`config.mk`:
```
export PLATFORM = sky130hd
export DESIGN_NAME = ex_muldiv
export DESIGN_NICKNAME = d
export VERILOG_FILES = /design/src/rtl/ex_muldiv_pkg.sv /design/src/rtl/md_div_core.sv /design/src/rtl/ex_muldiv.sv
export SDC_FILE = /design/constraint.sdc
export NUM_CORES = 1
export LEC_CHECK = 0
export CORE_UTILIZATION = 60
export CTS_BUF_LIST = sky130_fd_sc_hd__clkbuf_16
export CTS_CLUSTER_DIAMETER = 150
export DETAILED_ROUTE_END_ITERATION = 8
export PLACE_DENSITY = 0.8
export SKIP_LAST_GASP = 1
export SYNTH_ARGS = -nofsm -noshare
export SYNTH_HDL_FRONTEND = slang
export SYNTH_HIERARCHICAL = 1
export SYNTH_SLANG_ARGS = --single-unit
```
`constraint.sdc`:
```
create_clock -name clk -period 11.05 [get_ports clk]
set_input_delay 2.7625 -clock clk [delete_from_list [all_inputs] [get_ports clk]]
set_output_delay 2.7625 -clock clk [all_outputs]
set_load 0.005 [all_outputs]
```
`src/rtl/ex_muldiv_pkg.sv`:
```
// Shared types and operand-sign helpers for the iterative RV32M multiply/divide unit.
package ex_muldiv_pkg;

    typedef enum logic [2:0] {
        MD_MUL    = 3'd0,
        MD_MULH   = 3'd1,
        MD_MULHSU = 3'd2,
        MD_MULHU  = 3'd3,
        MD_DIV    = 3'd4,
        MD_DIVU   = 3'd5,
        MD_REM    = 3'd6,
        MD_REMU   = 3'd7
    } md_op_e;

    typedef enum logic [1:0] {
        MD_IDLE = 2'd0,
        MD_CALC = 2'd1,
        MD_DONE = 2'd2
    } md_state_e;

    function automatic logic rs1_is_signed(input md_op_e op);
        return op inside {MD_MUL, MD_MULH, MD_MULHSU, MD_DIV, MD_REM};
    endfunction

    function automatic logic rs2_is_signed(input md_op_e op);
        return op inside {MD_MUL, MD_MULH, MD_DIV, MD_REM};
    endfunction

endpackage

```
`src/rtl/md_div_core.sv`:
```
// Restoring-divide step datapath: one quotient bit per enabled cycle on unsigned magnitudes.
module md_div_core #(
    parameter int XLEN = 32
) (
    input  logic            clk,
    input  logic            rst,
    input  logic            load,
    input  logic            step,
    input  logic [XLEN-1:0] dividend,
    input  logic [XLEN-1:0] divisor,
    output logic [XLEN-1:0] rem_nxt,
    output logic [XLEN-1:0] quo_nxt
);

    logic [XLEN-1:0] rem;
    logic [XLEN-1:0] quo;
    logic [XLEN-1:0] dsr;
    logic [XLEN:0]   shifted;
    logic [XLEN:0]   diff;

    // rem < divisor always holds, so the shifted value fits in XLEN+1 bits and
    // the top bit of the difference is a clean borrow flag.
    always_comb begin
        shifted = {rem, quo[XLEN-1]};
        diff    = shifted - {1'b0, dsr};
        if (!diff[XLEN]) begin
            rem_nxt = diff[XLEN-1:0];
            quo_nxt = {quo[XLEN-2:0], 1'b1};
        end else begin
            rem_nxt = shifted[XLEN-1:0];
            quo_nxt = {quo[XLEN-2:0], 1'b0};
        end
    end

    always_ff @(posedge clk or negedge rst) begin
        if (!rst) begin
            rem <= '0;
            quo <= '0;
            dsr <= '0;
        end else if (load) begin
            rem <= '0;
            quo <= dividend;
            dsr <= divisor;
        end else if (step) begin
            rem <= rem_nxt;
            quo <= quo_nxt;
        end
    end

endmodule

```
`src/rtl/ex_muldiv.sv`:
```
// EX-stage iterative RV32M unit: shift-add multiply and restoring divide, one bit per cycle,
// stalling the front of the pipe while it iterates.
module ex_muldiv
    import ex_muldiv_pkg::*;
#(
    parameter int XLEN    = 32,
    parameter int REGADDR = 5
) (
    input  logic               clk,
    input  logic               rst,
    input  logic               ex_flag,
    input  logic               md_start,
    input  logic [2:0]         md_op,
    input  logic [XLEN-1:0]    md_rs1_data,
    input  logic [XLEN-1:0]    md_rs2_data,
    input  logic [REGADDR-1:0] md_rd_addr,
    output logic               md_stall_req,
    output logic               md_done,
    output logic [XLEN-1:0]    md_result,
    output logic [REGADDR-1:0] md_rd_addr_o,
    output logic               md_rd_enable
);

    localparam int            CW   = $clog2(XLEN);
    localparam logic [CW-1:0] LAST = CW'(XLEN - 1);
    localparam logic [XLEN-1:0] SMIN = {1'b1, {(XLEN-1){1'b0}}};

    md_state_e          state;
    logic [CW-1:0]      count;
    md_op_e             op;
    logic [REGADDR-1:0] rd;
    logic               neg_a;
    logic               neg_b;
    logic [XLEN-1:0]    mcand;
    logic [2*XLEN-1:0]  acc;
    logic               done_r;
    logic [XLEN-1:0]    result_r;

    md_op_e          op_in;
    logic            sa_in;
    logic            sb_in;
    logic [XLEN-1:0] mag_a;
    logic [XLEN-1:0] mag_b;
    logic            div_zero;
    logic            div_ovf;
    logic            fast_hit;
    logic [XLEN-1:0] fast_res;

    // Magnitudes of 0x80000000 come out as unsigned 2^31, which is exactly what we want.
    always_comb begin
        op_in    = md_op_e'(md_op);
        sa_in    = rs1_is_signed(op_in) && md_rs1_data[XLEN-1];
        sb_in    = rs2_is_signed(op_in) && md_rs2_data[XLEN-1];
        mag_a    = sa_in ? -md_rs1_data : md_rs1_data;
        mag_b    = sb_in ? -md_rs2_data : md_rs2_data;
        div_zero = op_in[2] && (md_rs2_data == '0);
        div_ovf  = (op_in == MD_DIV || op_in == MD_REM) &&
                   (md_rs1_data == SMIN) && (md_rs2_data == '1);
        fast_hit = div_zero || div_ovf;
        if (div_zero) fast_res = op_in[1] ? md_rs1_data : '1;
        else          fast_res = op_in[1] ? '0 : SMIN;
    end

    logic [XLEN:0]     hi_sum;
    logic [2*XLEN-1:0] acc_nxt;
    logic [2*XLEN-1:0] prod;
    logic [XLEN-1:0]   rem_nxt;
    logic [XLEN-1:0]   quo_nxt;
    logic [XLEN-1:0]   quo_fix;
    logic [XLEN-1:0]   rem_fix;
    logic [XLEN-1:0]   final_res;

    // The low half of acc starts as the multiplier and is shifted out as the product shifts in.
    always_comb begin
        hi_sum = {1'b0, acc[2*XLEN-1:XLEN]};
        if (acc[0]) hi_sum = hi_sum + {1'b0, mcand};
        acc_nxt = {hi_sum, acc[XLEN-1:1]};

        prod    = (neg_a ^ neg_b) ? -acc_nxt : acc_nxt;
        quo_fix = (neg_a ^ neg_b) ? -quo_nxt : quo_nxt;
        rem_fix = neg_a ? -rem_nxt : rem_nxt;

        if (op[2])              final_res = op[1] ? rem_fix : quo_fix;
        else if (op == MD_MUL)  final_res = prod[XLEN-1:0];
        else                    final_res = prod[2*XLEN-1:XLEN];
    end

    md_div_core #(.XLEN(XLEN)) u_div (
        .clk      (clk),
        .rst      (rst),
        .load     (state == MD_IDLE && md_start && !ex_flag),
        .step     (state == MD_CALC && op[2] && !ex_flag),
        .dividend (mag_a),
        .divisor  (mag_b),
        .rem_nxt  (rem_nxt),
        .quo_nxt  (quo_nxt)
    );

    always_ff @(posedge clk or negedge rst) begin
        if (!rst) begin
            state    <= MD_IDLE;
            count    <= '0;
            op       <= MD_MUL;
            rd       <= '0;
            neg_a    <= 1'b0;
            neg_b    <= 1'b0;
            mcand    <= '0;
            acc      <= '0;
            done_r   <= 1'b0;
            result_r <= '0;
        end else if (ex_flag) begin
            state  <= MD_IDLE;
            count  <= '0;
            done_r <= 1'b0;
        end else begin
            done_r <= 1'b0;
            case (state)
                MD_IDLE: begin
                    if (md_start) begin
                        op    <= op_in;
                        rd    <= md_rd_addr;
                        neg_a <= sa_in;
                        neg_b <= sb_in;
                        mcand <= mag_a;
                        acc   <= {{XLEN{1'b0}}, mag_b};
                        count <= '0;
                        if (fast_hit) begin
                            state    <= MD_DONE;
                            done_r   <= 1'b1;
                            result_r <= fast_res;
                        end else begin
                            state <= MD_CALC;
                        end
                    end
                end
                MD_CALC: begin
                    count <= count + 1'b1;
                    if (!op[2]) acc <= acc_nxt;
                    if (count == LAST) begin
                        state    <= MD_DONE;
                        done_r   <= 1'b1;
                        result_r <= final_res;
                    end
                end
                // md_start here is the same instruction still sitting in EX.
                MD_DONE: state <= MD_IDLE;
                default: state <= MD_IDLE;
            endcase
        end
    end

    assign md_stall_req = !ex_flag && ((state == MD_IDLE && md_start) || state == MD_CALC);
    assign md_done      = done_r && !ex_flag;
    assign md_result    = result_r;
    assign md_rd_addr_o = rd;
    assign md_rd_enable = md_done && (rd != '0);

endmodule

```
Yosys cells after proc, flatten, opt, wreduce, memory -nomap -nowiden
Cells that the tools add are included.

storage, ports and cells
  flip-flop bits (word level) = 242
  input port bits = 76
  output and inout bits = 40
  word-level logic and storage cells = 106

operators by class
  mux-type cells = 38
  $add $sub $neg = 8
  bitwise operators = 2
  equality and inequality tests = 14
  reduce and logical (&&, ||, !) cells = 31

operators with widths
  cell                                                            count
  32-bit two-way mux                                              18
  64-bit two-way mux                                              3
  32-bit negator                                                  4
  64-bit case mux with 2 select lines                             1
  32-bit == test (second input constant)                          2
  64-bit negator                                                  1
  32-bit case mux with 2 select lines                             1
  32-bit by 32-bit adder with 33-bit output                       1
  33-bit two-way mux                                              1
  33-bit by 32-bit subtractor with 33-bit output                  1
  32-bit logical NOT                                              1
  1-bit logical AND                                               12
  5-bit two-way mux                                               2
  5-bit case mux with 2 select lines                              1
  5-bit nonzero test                                              2
  2-bit two-way mux                                               4
  2-bit inequality test (second input constant)                   4
  3-bit == test (second input constant)                           2
  3-bit logical NOT                                               2
  3-bit inequality test (second input constant)                   2
  5-bit by 1-bit adder with 5-bit output (second input constant)  1
  5-bit == test (second input constant)                           1
  1-bit two-way mux                                               5
  5-bit AND reduction                                             1
  other kinds (16)                                                20

Longest topological paths before layout
  depth after elaboration = 9
  depth in mapped cells = 24
  mapped depth without buffers = 23

Modules after synthesis
The synthesis kept the hierarchy.

by module, submodules not included
  module       instances  seq. area each (um^2)  cells each  area an instance (um^2)
  ex_muldiv    1          3653.5                 1782        13770.7
  md_div_core  1          2402.3                 764         6673.9

Worst setup path after synthesis
No wires, ideal clock.

  path type = input to output
  from = input port ex_flag
  to = output port md_rd_enable
  slack = 5.017 ns
  buffers on the path = 1
  required time = 8.288 ns
  cell stages on the path = 3
  arrival time = 3.271 ns
  cells stage by stage = clkbuf_1 -> nor2b_1 -> o21a_1

on the way
  cells in the longest elaborated chain, start to end = 3

RTL lines
  element            line              text
  from (decl)        ex_muldiv.sv:11   input logic ex_flag,
  1-bit logical NOT  ex_muldiv.sv:153  assign md_done = done_r && !ex_flag;
  1-bit logical AND  ex_muldiv.sv:153
  named net md_done  ex_muldiv.sv:18   output logic md_done,
  1-bit logical AND  ex_muldiv.sv:156  assign md_rd_enable = md_done && (rd != '0);
  to (decl)          ex_muldiv.sv:21   output logic md_rd_enable

The timed path passes the listed nets, and every way through them passes these cells.

Worst setup path in the final report
  from = register u_div.quo[31]
  to = register result_r[31], in the netlist md_result[31]

on the way
  cells in the longest elaborated chain, start to end = 8
  elaborated cells on any way between the ends = 11
  those cells by class = add/sub (3); mux (8)

RTL lines
  element                                         line               text
  from (decl)                                     md_div_core.sv:16  logic [XLEN-1:0] quo;
  from (signal assigned)                          md_div_core.sv:42  quo <= dividend;
  from (signal assigned)                          md_div_core.sv:46  quo <= quo_nxt;
  33-bit by 32-bit subtractor with 33-bit output  md_div_core.sv:25  diff = shifted - {1'b0, dsr};
  1-bit two-way mux                               md_div_core.sv:26  if (!diff[XLEN]) begin
  named net quo_nxt[0]                            ex_muldiv.sv:68    logic [XLEN-1:0] quo_nxt;
  32-bit negator                                  ex_muldiv.sv:80    quo_fix = (neg_a ^ neg_b) ? -quo_nxt : quo_nxt;
  32-bit two-way mux                              ex_muldiv.sv:80
  32-bit two-way mux (2 in series)                ex_muldiv.sv:83    if (op[2]) final_res = op[1] ? rem_fix : quo_fix;
  32-bit two-way mux                              ex_muldiv.sv:139   if (count == LAST) begin
  32-bit case mux with 2 select lines             ex_muldiv.sv:117   case (state)
  to (signal assigned)                            ex_muldiv.sv:130   result_r <= fast_res;
  to (signal assigned)                            ex_muldiv.sv:142   result_r <= final_res;
  to (decl)                                       ex_muldiv.sv:37    logic [XLEN-1:0] result_r;

The timed path passes the listed nets, and every way through them passes these cells. The select of a mux whose other input is x is not followed.
A chain may end at the register's enable or synchronous reset.

==> summary.md <==
| Metric | Value |
|---|---|
| Area share of the largest cell type after synthesis | `29.6%` |
| Status | `complete, no violations` |
| Power density over cell area | `231 mW/mm2` |
| Yosys warning count | `6` |
| Crit path arrival time | `7.77 ns` |
| Worst slew margin | `22.7%` |
| Starting Density | `61.0%` |
| Number of enable flip-flop cells after synthesis | `0` |
| Max Cap Viol | `0` |
| Clock latency on the worst-skew pair | `0.58 ns` |
| Die width | `187 um` |
| Total Die Area | `0.0348 mm2` |
| Worst path setup slack after routing | `3.78 ns` |
| TritonCTS clock tree | `done` |
| Setup Fix Bufs, Post-CTS | `0` |
| Initial drt markers | `2328` |
| Rows | `67` |
| Final setup violation count | `0` |
| Nets | `2688` |
| Synth Area in Compound Gates | `24.1%` |
| Seq cells post-synth | `242` |
| Fraction of the mapped netlist area in simple logic gates | `19.2%` |
| Worst min path class | `flip-flop to flip-flop` |
| WP data required | `11.55 ns` |
| Setup TNS Final | `0 ns` |
| Placed instance area | `0.0216 mm2` |
| Synth Area in XOR/XNOR | `8.57%` |
| Sequential share of the synthesized area | `29.6%` |
| Crit path max-delay family | `compound AO/OA/AOI/OAI gates` |
| CORE AREA | `0.0335 mm2` |
| Most frequent cell after synthesis | `nand2_1` |
| Clock net sink count | `242` |
| Iteration count of the initial detailed-routing pass | `8` |
| Post-Synth Adder-Cell Area | `4.60%` |
| Vias in the first global route | `18600` |
| Slew Viols, Final | `0` |
| Clock slew at reported path FFs | `0.06 ns` |
| Synth area leaders | `dfrtp_1 (30%), o21ai_0 (6.7%), nand2_1 (5.2%)` |
| # port buffers | `115` |
| RSZ-0062 raised after global routing | `no` |
| # fillers | `2854` |
| Pre-CTS setup slack | `3.85 ns` |
| CTS max path bufs | `3` |
| Post-synthesis area per instance | `8.03 um2` |
| Yosys cell types | `96` |
| TritonCTS Buffers | `28` |
| Resized Gates After CTS | `0` |
| Placer Congestion | `0.999` |
| Die height | `187 um` |
| Crit path largest cell delay | `0.60 ns` |
| CP Max Fanout | `45` |
| Routed length per placed instance | `23.5 um` |
| Area of the multi-input gates | `0.0133 mm2` |
| Fin crit share | `65.8%` |
| Maximum vdd ir drop | `0.206 mV` |
| Fraction of registers with async set/reset | `100%` |
| Final Hold Fails | `0` |
| Lkg Pwr | `0.00943 uW` |
| Cts hold-fix bufs | `0` |
| Total power | `5190 uW` |
| Startpoint class of the critical path | `flip-flop` |
| Main combinational cell family by area after synthesis | `compound AO/OA/AOI/OAI gates` |
| Clock Skews | `0.0250 ns` |
| Post-synth net total | `2696` |
| Post-synth top cells | `nand2_1 (282), o21ai_0 (272), nor2_1 (243)` |
| Layout cell share with drive strength beyond 1 | `7.58%` |
| Leading area contributor after synthesis | `dfrtp_1` |
| H-tree depth | `1` |
| Mapped Cells | `2546` |
| Initial antenna violation count | `4` |
| CP Capture Type | `flip-flop` |
| Post-route cell area | `0.0225 mm2` |
| Gr usage total | `39.8%` |
| Reg area | `0.00606 mm2` |
| Post-synthesis mux area share | `8.29%` |
| Ports | `116` |
| Mean number of vias per cell | `6.69` |
| Crit path kind | `flip-flop to flip-flop` |
| Sequence of cells on the critical path | `inv_1 -> ha_1 -> inv_1 -> fa_1 -> a211oi_1 -> o21a_1 -> a221o_1 -> a2111oi_4 -> o21a_2 -> o211ai_4 -> buf_4 -> mux2_4 -> or4_1 -> nor4_1 -> or3b_2 -> or4_1 -> o21ai_0 -> mux2i_1 -> mux2i_1 -> o311ai_0 -> nand2b_1 -> a21oi_1 -> nor2_1` |
| Total grt overflow | `0` |
| Highest clock rate | `138 MHz` |
| Synthesis-to-layout area growth | `10.1%` |
| Final min period | `7.27 ns` |
| CP bufs+invs | `3` |
| Cell Area, Synth | `0.0204 mm2` |
| Worst-margin pin slew | `1.16 ns` |
| Final core utilization | `67.1%` |
| Drc violations | `0` |
| Primary FF master, synth | `dfrtp_1` |
| Number of routed nets with antenna violations | `0` |
| Root Driver | `clkbuf_16` |
| DRT Wirelength | `70700 um` |
| Slowest CP cell | `o311ai_0` |
| First-pass GRT wire length | `108000 um` |
| Largest net degree at the start of global routing | `195` |
| Vias | `20100` |
| Final HPWL DP | `53000 um` |
-- path summary, 6_finish.rpt --
| path | startpoint | endpoint | slack (ns) | depth (start not counted) |
|---|---|---|---|---|
| setup / recovery | u_div/quo[31]$_DFFE_PN0P_ | md_result[31]$_DFFE_PN0P_ | 3.78 | 23 |
| hold / removal | md_result[13]$_DFFE_PN0P_ | md_result[13]$_DFFE_PN0P_ | 0.51 | 1 |
| setup reg to reg | u_div/quo[31]$_DFFE_PN0P_ | md_result[31]$_DFFE_PN0P_ | 3.78 | 23 |
| hold reg to reg | md_result[13]$_DFFE_PN0P_ | md_result[13]$_DFFE_PN0P_ | 0.51 | 1 |
| max in group asynchronous | rst | acc[0]$_DFFE_PN0P_ | 7.46 | 2 |
| min in group asynchronous | rst | u_div/quo[19]$_DFFE_PN0P_ | 2.13 | 1 |
-- state kept, by name (all words and copies together) (netlist names), 2 cells and up --
signal / count
md_rd_addr_o: 5
mcand: 32
md_result: 32
u_div/dsr: 32
u_div/quo: 32
acc: 64
state: 2
op: 3
count: 5
u_div/rem: 32
-- cells by family (layout without fill, tap and decap cells) --
logic type,Yosys count,after routing
AO/OA/AOI/OAI,786,786
XOR/XNOR,200,200
adder cells (fa/ha/maj),74,74
buffers and inverters,264,276
flip-flops,242,242
multiplexers,152,152
other,0,2
AND/OR/NAND/NOR,828,828
-- power by group --
group,total [uW],switching [uW],internal [uW]
Combinational,3000,1860,1140
Clock,930,392,538
Sequential,1260,210,1050
Total,5190,2460,2740
-- stage by stage --
step / cells / hold WS [ns]
3_3_place_gp: 2956 / 0.485
4_1_cts: 3006 / 0.515
5_1_grt: 3008 / 0.531
6_report: 3008 / 0.510
2_1_floorplan: 2546 / 0.468
3_5_place_dp: 2956 / 0.503
-- cell usage in the layout (no fill, tap or decap), types with 25 or more instances in the layout --
master           count
dfrtp_1            240
o21ai_0            272
inv_1               93
nor3_1              49
ha_1                72
clkdlybuf4s50_1    114
a211oi_1            30
nor2_1             242
xor2_1              85
o21a_1              34
a21oi_1            210
mux2_2              50
o31ai_1             35
mux2i_1             80
nor4_1              29
xnor2_1            113
clkbuf_16           29
nand2_1            281
or3_1               25
nand3_1             30
a31oi_1             31
-- layout make-up --
| type | instances | share of cell area [%] |
|---|---|---|
| timing repair buffer | 140 | 6.08 |
| antenna | 2 | 0.0222 |
| clock buffer | 29 | 3.22 |
| clock inverter | 21 | 0.734 |
| tap | 448 | 2.49 |
| multi-input combinational | 2040 | 59.1 |
| inverter | 86 | 1.43 |
| sequential | 242 | 26.9 |
-- routing by layer --
layer / track usage (%) / wire (um)
met1: 55.2 / 29500
met2: 60.8 / 31000
met3: 6.02 / 6340
met4: 19.3 / 3820
met5: 0 / 27
Note: power is estimated with default switching activity, not from simulation.
